<file path="config.mk">
export PLATFORM = sky130hd
export DESIGN_NAME = niu_alu_seq
export DESIGN_NICKNAME = d
export VERILOG_FILES = /design/src/rtl/niu_alu_pkg.sv /design/src/rtl/niu_alu_seq_muldiv.sv /design/src/rtl/niu_alu_seq.sv
export SDC_FILE = /design/constraint.sdc
export NUM_CORES = 1
export LEC_CHECK = 0
export BUFFER_PORTS_ARGS = -buffer_cell sky130_fd_sc_hd__buf_2
export CORE_AREA = 4 4 282 284
export CTS_BUF_LIST = sky130_fd_sc_hd__clkbuf_8 sky130_fd_sc_hd__clkbuf_16
export DETAILED_ROUTE_END_ITERATION = 16
export DIE_AREA = 0 0 286 288
export PLACE_DENSITY = 0.54
export SETUP_SLACK_MARGIN = 0.15
export SLEW_MARGIN = 25
export SYNTH_ARGS = -nofsm -noshare
export SYNTH_HDL_FRONTEND = slang
export SYNTH_SLANG_ARGS = --single-unit
</file>
<file path="constraint.sdc">
create_clock -name clk -period 12.5 [get_ports clk]
set_input_delay 3.75 -clock clk [delete_from_list [all_inputs] [get_ports clk]]
set_output_delay 3.75 -clock clk [all_outputs]
set_load 0.02 [all_outputs]
</file>
<file path="src/rtl/niu_alu_pkg.sv">
// Shared definitions for the sequenced Niu ALU: function codes, FSM states
// and a constant-width helper.
package niu_alu_pkg;

  localparam int unsigned FN_SUB     = 5'b00000;
  localparam int unsigned FN_ADD     = 5'b00001;
  localparam int unsigned FN_MLT     = 5'b00010;
  localparam int unsigned FN_DIV     = 5'b00011;
  localparam int unsigned FN_NOT     = 5'b00100;
  localparam int unsigned FN_AND     = 5'b00101;
  localparam int unsigned FN_OR      = 5'b00110;
  localparam int unsigned FN_XOR     = 5'b00111;
  localparam int unsigned FN_SUL     = 5'b01000;
  localparam int unsigned FN_SSL     = 5'b01001;
  localparam int unsigned FN_SUR     = 5'b01010;
  localparam int unsigned FN_SSR     = 5'b01011;
  localparam int unsigned FN_EQ      = 5'b10000;
  localparam int unsigned FN_NEQ     = 5'b10001;
  localparam int unsigned FN_LT      = 5'b10010;
  localparam int unsigned FN_LEQ     = 5'b10011;
  localparam int unsigned FN_BYTESEL = 5'b11101;
  localparam int unsigned FN_BYTEINS = 5'b11110;

  typedef enum logic [2:0] {
    ST_IDLE,
    ST_MUL,
    ST_DIV,
    ST_FIX,
    ST_DONE
  } state_e;

  function automatic int unsigned clog2(input int unsigned v);
    int unsigned r;
    r = 0;
    while ((32'd1 << r) < v) r = r + 1;
    return r;
  endfunction

endpackage

</file>
<file path="src/rtl/niu_alu_seq_muldiv.sv">
// Iterative magnitude engine: MSB-first shift-add multiply (low word only)
// and restoring divide, one bit per cycle for WORD_SIZE cycles.
module niu_iter_muldiv
  import niu_alu_pkg::*;
#(
  parameter int unsigned WORD_SIZE = 32
) (
  input  logic                 clk_i,
  input  logic                 rst_i,
  input  logic                 go_i,
  input  logic                 div_i,
  input  logic [WORD_SIZE-1:0] opa_i,
  input  logic [WORD_SIZE-1:0] opb_i,
  output logic                 finish_o,
  output logic [WORD_SIZE-1:0] mag_o
);

  localparam int unsigned CNT_BITS = clog2(WORD_SIZE);

  logic                 run_q;
  logic                 div_q;
  logic [CNT_BITS-1:0]  cnt_q;
  logic [WORD_SIZE-1:0] x_q, y_q, r_q;
  logic [WORD_SIZE-1:0] x_d, r_d;
  logic [WORD_SIZE:0]   trial;

  // x: multiplier (scanned from MSB) or dividend shifting into quotient;
  // y: multiplicand or divisor; r: product accumulator or remainder.
  always_comb begin
    trial = {r_q, x_q[WORD_SIZE-1]} - {1'b0, y_q};
    if (div_q) begin
      if (!trial[WORD_SIZE]) begin
        r_d = trial[WORD_SIZE-1:0];
        x_d = {x_q[WORD_SIZE-2:0], 1'b1};
      end else begin
        r_d = {r_q[WORD_SIZE-2:0], x_q[WORD_SIZE-1]};
        x_d = {x_q[WORD_SIZE-2:0], 1'b0};
      end
    end else begin
      r_d = (r_q << 1) + (x_q[WORD_SIZE-1] ? y_q : '0);
      x_d = x_q << 1;
    end
  end

  always_ff @(posedge clk_i or posedge rst_i) begin
    if (rst_i) begin
      run_q <= 1'b0;
      div_q <= 1'b0;
      cnt_q <= '0;
      x_q   <= '0;
      y_q   <= '0;
      r_q   <= '0;
    end else if (go_i) begin
      run_q <= 1'b1;
      div_q <= div_i;
      cnt_q <= CNT_BITS'(WORD_SIZE - 1);
      x_q   <= div_i ? opa_i : opb_i;
      y_q   <= div_i ? opb_i : opa_i;
      r_q   <= '0;
    end else if (run_q) begin
      r_q   <= r_d;
      x_q   <= x_d;
      cnt_q <= cnt_q - 1'b1;
      if (cnt_q == '0) run_q <= 1'b0;
    end
  end

  assign finish_o = run_q && (cnt_q == '0);
  assign mag_o    = div_q ? x_q : r_q;

endmodule

</file>
<file path="src/rtl/niu_alu_seq.sv">
// Start/done handshaked ALU: single-cycle ops resolve at accept, MLT/DIV run
// on the iterative magnitude engine followed by a sign-fix cycle.
module niu_alu_seq
  import niu_alu_pkg::*;
#(
  parameter int unsigned WORD_SIZE = 32,
  parameter int unsigned OP_BITS   = 5
) (
  input  logic                 clk,
  input  logic                 reset,
  input  logic                 start,
  input  logic [OP_BITS-1:0]   func,
  input  logic [WORD_SIZE-1:0] a,
  input  logic [WORD_SIZE-1:0] b,
  input  logic [7:0]           c,
  output logic                 busy,
  output logic                 done,
  output logic [WORD_SIZE-1:0] result,
  output logic                 div_by_zero,
  output logic                 illegal
);

  localparam int unsigned BYTES    = WORD_SIZE / 8;
  localparam int unsigned SEL_BITS = clog2(BYTES);
  localparam int unsigned SH_BITS  = clog2(WORD_SIZE);

  state_e               state_q;
  logic                 busy_q, done_q, dbz_q, ill_q, neg_q;
  logic [WORD_SIZE-1:0] result_q;

  logic [WORD_SIZE-1:0] res_d, ins_word, mag_a, mag_b, iter_mag;
  logic [7:0]           sel_byte;
  logic [SH_BITS-1:0]   sh;
  logic [SEL_BITS-1:0]  idx;
  logic                 ill_d, dbz_d, iter_d, accept, iter_go, iter_finish;

  always_comb begin
    sh       = b[SH_BITS-1:0];
    idx      = b[SEL_BITS-1:0];
    sel_byte = '0;
    ins_word = a;
    // Byte index 0 addresses the most-significant byte.
    for (int unsigned i = 0; i < BYTES; i++) begin
      if (idx == SEL_BITS'(i)) begin
        sel_byte                       = a[(BYTES-1-i)*8 +: 8];
        ins_word[(BYTES-1-i)*8 +: 8]   = c;
      end
    end
    res_d  = '0;
    ill_d  = 1'b0;
    dbz_d  = 1'b0;
    iter_d = 1'b0;
    case (func)
      OP_BITS'(FN_SUB):     res_d = a - b;
      OP_BITS'(FN_ADD):     res_d = a + b;
      OP_BITS'(FN_MLT):     iter_d = 1'b1;
      OP_BITS'(FN_DIV): begin
        if (b == '0) begin
          res_d = '1;
          dbz_d = 1'b1;
        end else begin
          iter_d = 1'b1;
        end
      end
      OP_BITS'(FN_NOT):     res_d = ~a;
      OP_BITS'(FN_AND):     res_d = a & b;
      OP_BITS'(FN_OR):      res_d = a | b;
      OP_BITS'(FN_XOR):     res_d = a ^ b;
      OP_BITS'(FN_SUL),
      OP_BITS'(FN_SSL):     res_d = a << sh;
      OP_BITS'(FN_SUR):     res_d = a >> sh;
      OP_BITS'(FN_SSR):     res_d = $signed(a) >>> sh;
      OP_BITS'(FN_EQ):      res_d = WORD_SIZE'(a == b);
      OP_BITS'(FN_NEQ):     res_d = WORD_SIZE'(a != b);
      OP_BITS'(FN_LT):      res_d = WORD_SIZE'($signed(a) < $signed(b));
      OP_BITS'(FN_LEQ):     res_d = WORD_SIZE'($signed(a) <= $signed(b));
      OP_BITS'(FN_BYTESEL): res_d = WORD_SIZE'(sel_byte);
      OP_BITS'(FN_BYTEINS): res_d = ins_word;
      default:              ill_d = 1'b1;
    endcase
  end

  assign accept  = start && ((state_q == ST_IDLE) || (state_q == ST_DONE));
  assign iter_go = accept && iter_d;
  assign mag_a   = a[WORD_SIZE-1] ? -a : a;
  assign mag_b   = b[WORD_SIZE-1] ? -b : b;

  niu_iter_muldiv #(
    .WORD_SIZE(WORD_SIZE)
  ) u_muldiv (
    .clk_i   (clk),
    .rst_i   (reset),
    .go_i    (iter_go),
    .div_i   (func == OP_BITS'(FN_DIV)),
    .opa_i   (mag_a),
    .opb_i   (mag_b),
    .finish_o(iter_finish),
    .mag_o   (iter_mag)
  );

  always_ff @(posedge clk or posedge reset) begin
    if (reset) begin
      state_q  <= ST_IDLE;
      busy_q   <= 1'b0;
      done_q   <= 1'b0;
      result_q <= '0;
      dbz_q    <= 1'b0;
      ill_q    <= 1'b0;
      neg_q    <= 1'b0;
    end else begin
      done_q <= 1'b0;
      unique case (state_q)
        ST_IDLE, ST_DONE: begin
          if (!accept) begin
            state_q <= ST_IDLE;
          end else if (iter_d) begin
            state_q <= (func == OP_BITS'(FN_DIV)) ? ST_DIV : ST_MUL;
            busy_q  <= 1'b1;
            neg_q   <= a[WORD_SIZE-1] ^ b[WORD_SIZE-1];
          end else begin
            state_q  <= ST_DONE;
            done_q   <= 1'b1;
            result_q <= res_d;
            dbz_q    <= dbz_d;
            ill_q    <= ill_d;
          end
        end
        ST_MUL, ST_DIV: begin
          if (iter_finish) state_q <= ST_FIX;
        end
        ST_FIX: begin
          state_q  <= ST_DONE;
          busy_q   <= 1'b0;
          done_q   <= 1'b1;
          result_q <= neg_q ? -iter_mag : iter_mag;
          dbz_q    <= 1'b0;
          ill_q    <= 1'b0;
        end
        default: state_q <= ST_IDLE;
      endcase
    end
  end

  assign busy        = busy_q;
  assign done        = done_q;
  assign result      = result_q;
  assign div_by_zero = dbz_q;
  assign illegal     = ill_q;

endmodule

</file>
==> impl_metrics.tcl <==
set metrics [dict create \
    seq_area_frac_synth_pct 15.56 \
    power.static_leakage_nw 10.29 \
    highest_delay_cell_along_the_critical_path "sky130_fd_sc_hd__ha_1" \
    cpPeakStageDelay_ps 580 \
    worst_slew_pin_slew_ps 1172 \
    cts.clk_slew.worst_paths_ps 70 \
    initial_core_utilization_pct 29.84 \
    use_met3_pct 6.002 \
    filler_cell_count 8406 \
    groute.usage.overall_pct 26.51 \
    via_count 25410 \
    critical_path.cell_chain "buf_2 -> buf_4 -> clkinv_1 -> ha_1 -> inv_1 -> a211oi_1 -> o21ai_0 -> o31ai_1 -> and2_1 -> o21ai_0 -> and4_1 -> o31ai_1 -> a21oi_1" \
    seqCellArea_um2 3583 \
    unrepaired_setup_endpoints_after_global_routing "no" \
    achievable-frequency_mhz 128.5 \
    via_per_inst 6.158 \
    cts_htree_levels 4 \
    min_period_ps 7782 \
    timing.final.crit_share_pct 62.26 \
    synth_enable_flop_cells 0 \
    finalClockSkew_ps 11.28 \
    drt_wl_total_mm 113.4 \
    port_buffers 115 \
    start_kind "input pin" \
    wire_per_inst_um 27.47 \
    route.detailed.drc 0 \
    layout.nets 3325 \
    use_met1_pct 36.06 \
    cts_inserted_buffers 17 \
    die_height_um 288 \
    detailedPlacementHpwl_mm 86.68 \
    syn_area_um2 23000 \
    hold_violations 0 \
    critical_path.max_fanout 51 \
    cts_root_buf "sky130_fd_sc_hd__clkbuf_16" \
    finalWeightedCongestion 1.116 \
    postCtsHoldBufs 0 \
    syn_area_per_cell_um2 7.369 \
    total_power_mw 4.352 \
    post_route_cells_drive_above_1_share_pct 10.95 \
    slew_viol_final 0 \
    worst_ep_required_time_ps 12820 \
    vias_in_the_first_global_route 23420 \
    dieWidth_um 286 \
    grt_util_met2_pct 38.85 \
    netlist_cell_types 89 \
    grt_start_max_net_pins 79 \
    number_of_buffers_inserted_to_repair_setup_after_cts 0 \
    ctsLongestPathBuffers 2 \
    coreArea_um2 77080 \
    drt_iter0_markers 3731 \
    classification_of_the_worst_setup_path "in2reg" \
    finalSetupTns_ps 0 \
    hold_path.class "reg2reg" \
    power_density_nw_per_um2 173.5 \
    status "finished clean" \
    synth-async-reset-ratio_pct 100.0 \
    postRouteAntennaNets 0 \
    grt_first_pass_wirelength_mm 163.4 \
    cts_sinks 143 \
    timing.max_cap.violations 0 \
    irDropWorstVdd_mv 0.1155 \
    number_of_nets_in_the_synthesized_netlist 3373 \
    grt_most_used_layer "met2" \
    floorplan.die_area_um2 82370 \
    std_cell_rows 102 \
    clock_insertion_delay_worst_skew_ps 450 \
    multi_input_area_um2 17990 \
    gr-total-overflow 0 \
    syn2layout_area_growth_pct 9.053 \
    yosys_register_bits 143 \
    synth_flop_cell "sky130_fd_sc_hd__dfrtp_1" \
    timing.slew.headroom_pct 19.82 \
    cts_resized 0 \
    tritoncts_clock_tree "yes" \
    grt_antenna_before_repair 1 \
    report.final.setup_viol 0 \
    cp.arrival_ps 8110 \
    num_io_pins 116 \
    drt-pass1-iter-count 7 \
    synth_warnings 0 \
    endpoint_kind_of_the_worst_setup_timing_path "flop" \
    post_synth_inst_count 3121 \
]
==> layer usage <==
metal  wire (µm)  up-vias
li1            -    11430
met1       47460    12110
met2       46370     1544
met3       11980      332
met4        7542        0
met5           0        -
==> cell usage after synthesis, types with 14 or more instances <==
cell / number / area share [%]
sky130_fd_sc_hd__a2111oi_0: 17 / 0.65
sky130_fd_sc_hd__a211oi_1: 66 / 2.2
sky130_fd_sc_hd__a21o_1: 31 / 1.0
sky130_fd_sc_hd__a21oi_1: 259 / 5.6
sky130_fd_sc_hd__a221oi_1: 30 / 1.1
sky130_fd_sc_hd__a22oi_1: 16 / 0.52
sky130_fd_sc_hd__a31oi_1: 34 / 0.92
sky130_fd_sc_hd__and2_1: 15 / 0.41
sky130_fd_sc_hd__and3_1: 14 / 0.38
sky130_fd_sc_hd__buf_1: 38 / 0.62
sky130_fd_sc_hd__buf_2: 27 / 0.59
sky130_fd_sc_hd__clkbuf_1: 170 / 2.8
sky130_fd_sc_hd__dfrtp_1: 143 / 16
sky130_fd_sc_hd__ha_1: 168 / 9.1
sky130_fd_sc_hd__inv_1: 151 / 2.5
sky130_fd_sc_hd__mux2_2: 19 / 0.93
sky130_fd_sc_hd__mux2i_1: 158 / 6.9
sky130_fd_sc_hd__mux4_2: 51 / 5.0
sky130_fd_sc_hd__nand2_1: 299 / 4.9
sky130_fd_sc_hd__nand2b_1: 17 / 0.46
sky130_fd_sc_hd__nand3_1: 72 / 1.6
sky130_fd_sc_hd__nand4_1: 15 / 0.41
sky130_fd_sc_hd__nor2_1: 322 / 5.3
sky130_fd_sc_hd__nor2b_1: 25 / 0.68
sky130_fd_sc_hd__nor3_1: 73 / 1.6
sky130_fd_sc_hd__nor3b_1: 15 / 0.49
sky130_fd_sc_hd__nor4_1: 23 / 0.63
sky130_fd_sc_hd__o211ai_1: 61 / 2.0
sky130_fd_sc_hd__o21a_1: 26 / 0.85
sky130_fd_sc_hd__o21ai_0: 244 / 5.3
sky130_fd_sc_hd__o21bai_1: 14 / 0.46
sky130_fd_sc_hd__o221ai_1: 25 / 0.95
sky130_fd_sc_hd__o22ai_1: 45 / 1.2
sky130_fd_sc_hd__o31ai_1: 40 / 1.3
sky130_fd_sc_hd__o41ai_1: 14 / 0.53
sky130_fd_sc_hd__or3_1: 31 / 0.84
sky130_fd_sc_hd__xnor2_1: 124 / 4.7
sky130_fd_sc_hd__xor2_1: 44 / 1.7
==> flip-flops by register name, indices dropped and copies added (netlist names), 3 cells and up <==
| register | count |
|---|---|
| u_muldiv.cnt_q | 5 |
| u_muldiv.r_q | 32 |
| result | 32 |
| state_q | 3 |
| u_muldiv.x_q | 32 |
| u_muldiv.y_q | 32 |
==> where the power goes <==
part,total (mW),switching [mW],internal (mW)
Sequential,0.860,0.232,0.628
Combinational,2.94,1.75,1.19
Clock,0.557,0.218,0.339
==> cell type report <==
cell class,instances,share of cell area [%]
inverters,156,2.355
well taps,1040,5.188
multi-input cells,2586,71.73
diodes,1,0.009977
repair buffers,169,3.931
clock inverters,14,0.7533
flip-flops and latches,143,14.29
clock buffers,18,1.751
==> layout by cell type (no fill, tap or decap), types with 15 or more instances in the layout <==
master                        n
sky130_fd_sc_hd__a2111oi_0   16
sky130_fd_sc_hd__a211oi_1    65
sky130_fd_sc_hd__a21o_1      31
sky130_fd_sc_hd__a21oi_1    259
sky130_fd_sc_hd__a221oi_1    30
sky130_fd_sc_hd__a22oi_1     16
sky130_fd_sc_hd__a31oi_1     34
sky130_fd_sc_hd__and2_1      15
sky130_fd_sc_hd__buf_2      113
sky130_fd_sc_hd__buf_4       56
sky130_fd_sc_hd__clkbuf_16   17
sky130_fd_sc_hd__dfrtp_1    141
sky130_fd_sc_hd__ha_1       168
sky130_fd_sc_hd__inv_1      150
sky130_fd_sc_hd__mux2_2      19
sky130_fd_sc_hd__mux2i_1    158
sky130_fd_sc_hd__mux4_2      51
sky130_fd_sc_hd__nand2_1    299
sky130_fd_sc_hd__nand2b_1    17
sky130_fd_sc_hd__nand3_1     70
sky130_fd_sc_hd__nand4_1     15
sky130_fd_sc_hd__nor2_1     319
sky130_fd_sc_hd__nor2b_1     25
sky130_fd_sc_hd__nor3_1      72
sky130_fd_sc_hd__nor4_1      22
sky130_fd_sc_hd__o211ai_1    61
sky130_fd_sc_hd__o21a_1      26
sky130_fd_sc_hd__o21ai_0    244
sky130_fd_sc_hd__o221ai_1    25
sky130_fd_sc_hd__o22ai_1     45
sky130_fd_sc_hd__o31ai_1     40
sky130_fd_sc_hd__or3_1       31
sky130_fd_sc_hd__xnor2_1    124
sky130_fd_sc_hd__xor2_1      43
==> metrics by stage <==
step	hold WS, ps	cells	util, %	cell area [µm²]	setup slack, ps
floorplan	449.8	3121	-	23000	4912
global placement	464.7	4094	31.71	24440	4370
detailed placement	476.0	4094	31.71	24450	4425
CTS	490.2	4126	32.53	25070	4897
global route	527.3	4126	32.53	25080	4553
finish	489.8	4127	32.54	25080	4718
==> cell families after synthesis <==
group                      share of synthesized area, %
and+or+nand+nor                                   20.03
xor gates and xnor gates                          6.398
buffers and inverters                             6.577
DFF                                               15.56
adders and majority gates                         9.488
muxes                                             12.80
AOI/OAI and AO/OA                                 29.15
==> path summary, 6_finish.rpt <==
| kind | from | to | slack, ps | depth (start not counted) |
|---|---|---|---|---|
| worst max-delay path | b[3] | result[20] | 4720 | 13 |
| worst min-delay path | u_muldiv.y_q[29] | u_muldiv.y_q[29] | 490 | 2 |
| worst max register to register | u_muldiv.x_q[31] | u_muldiv.r_q[31] | 7860 | 15 |
| worst min register to register | u_muldiv.y_q[29] | u_muldiv.y_q[29] | 490 | 2 |
| max in group asynchronous | reset | u_muldiv.run_q | 7580 | 3 |
| min in group asynchronous | reset | u_muldiv.x_q[2] | 3430 | 2 |
==> critical path, delay by kind of cell <==
kind / cells / cell delay, ps
adders and majority gates: 1 / 580
AOI/OAI and AO/OA: 6 / 1990
buffers and inverters: 4 / 1220
and+or+nand+nor: 2 / 540
Power figures use the tool's default switching activity.
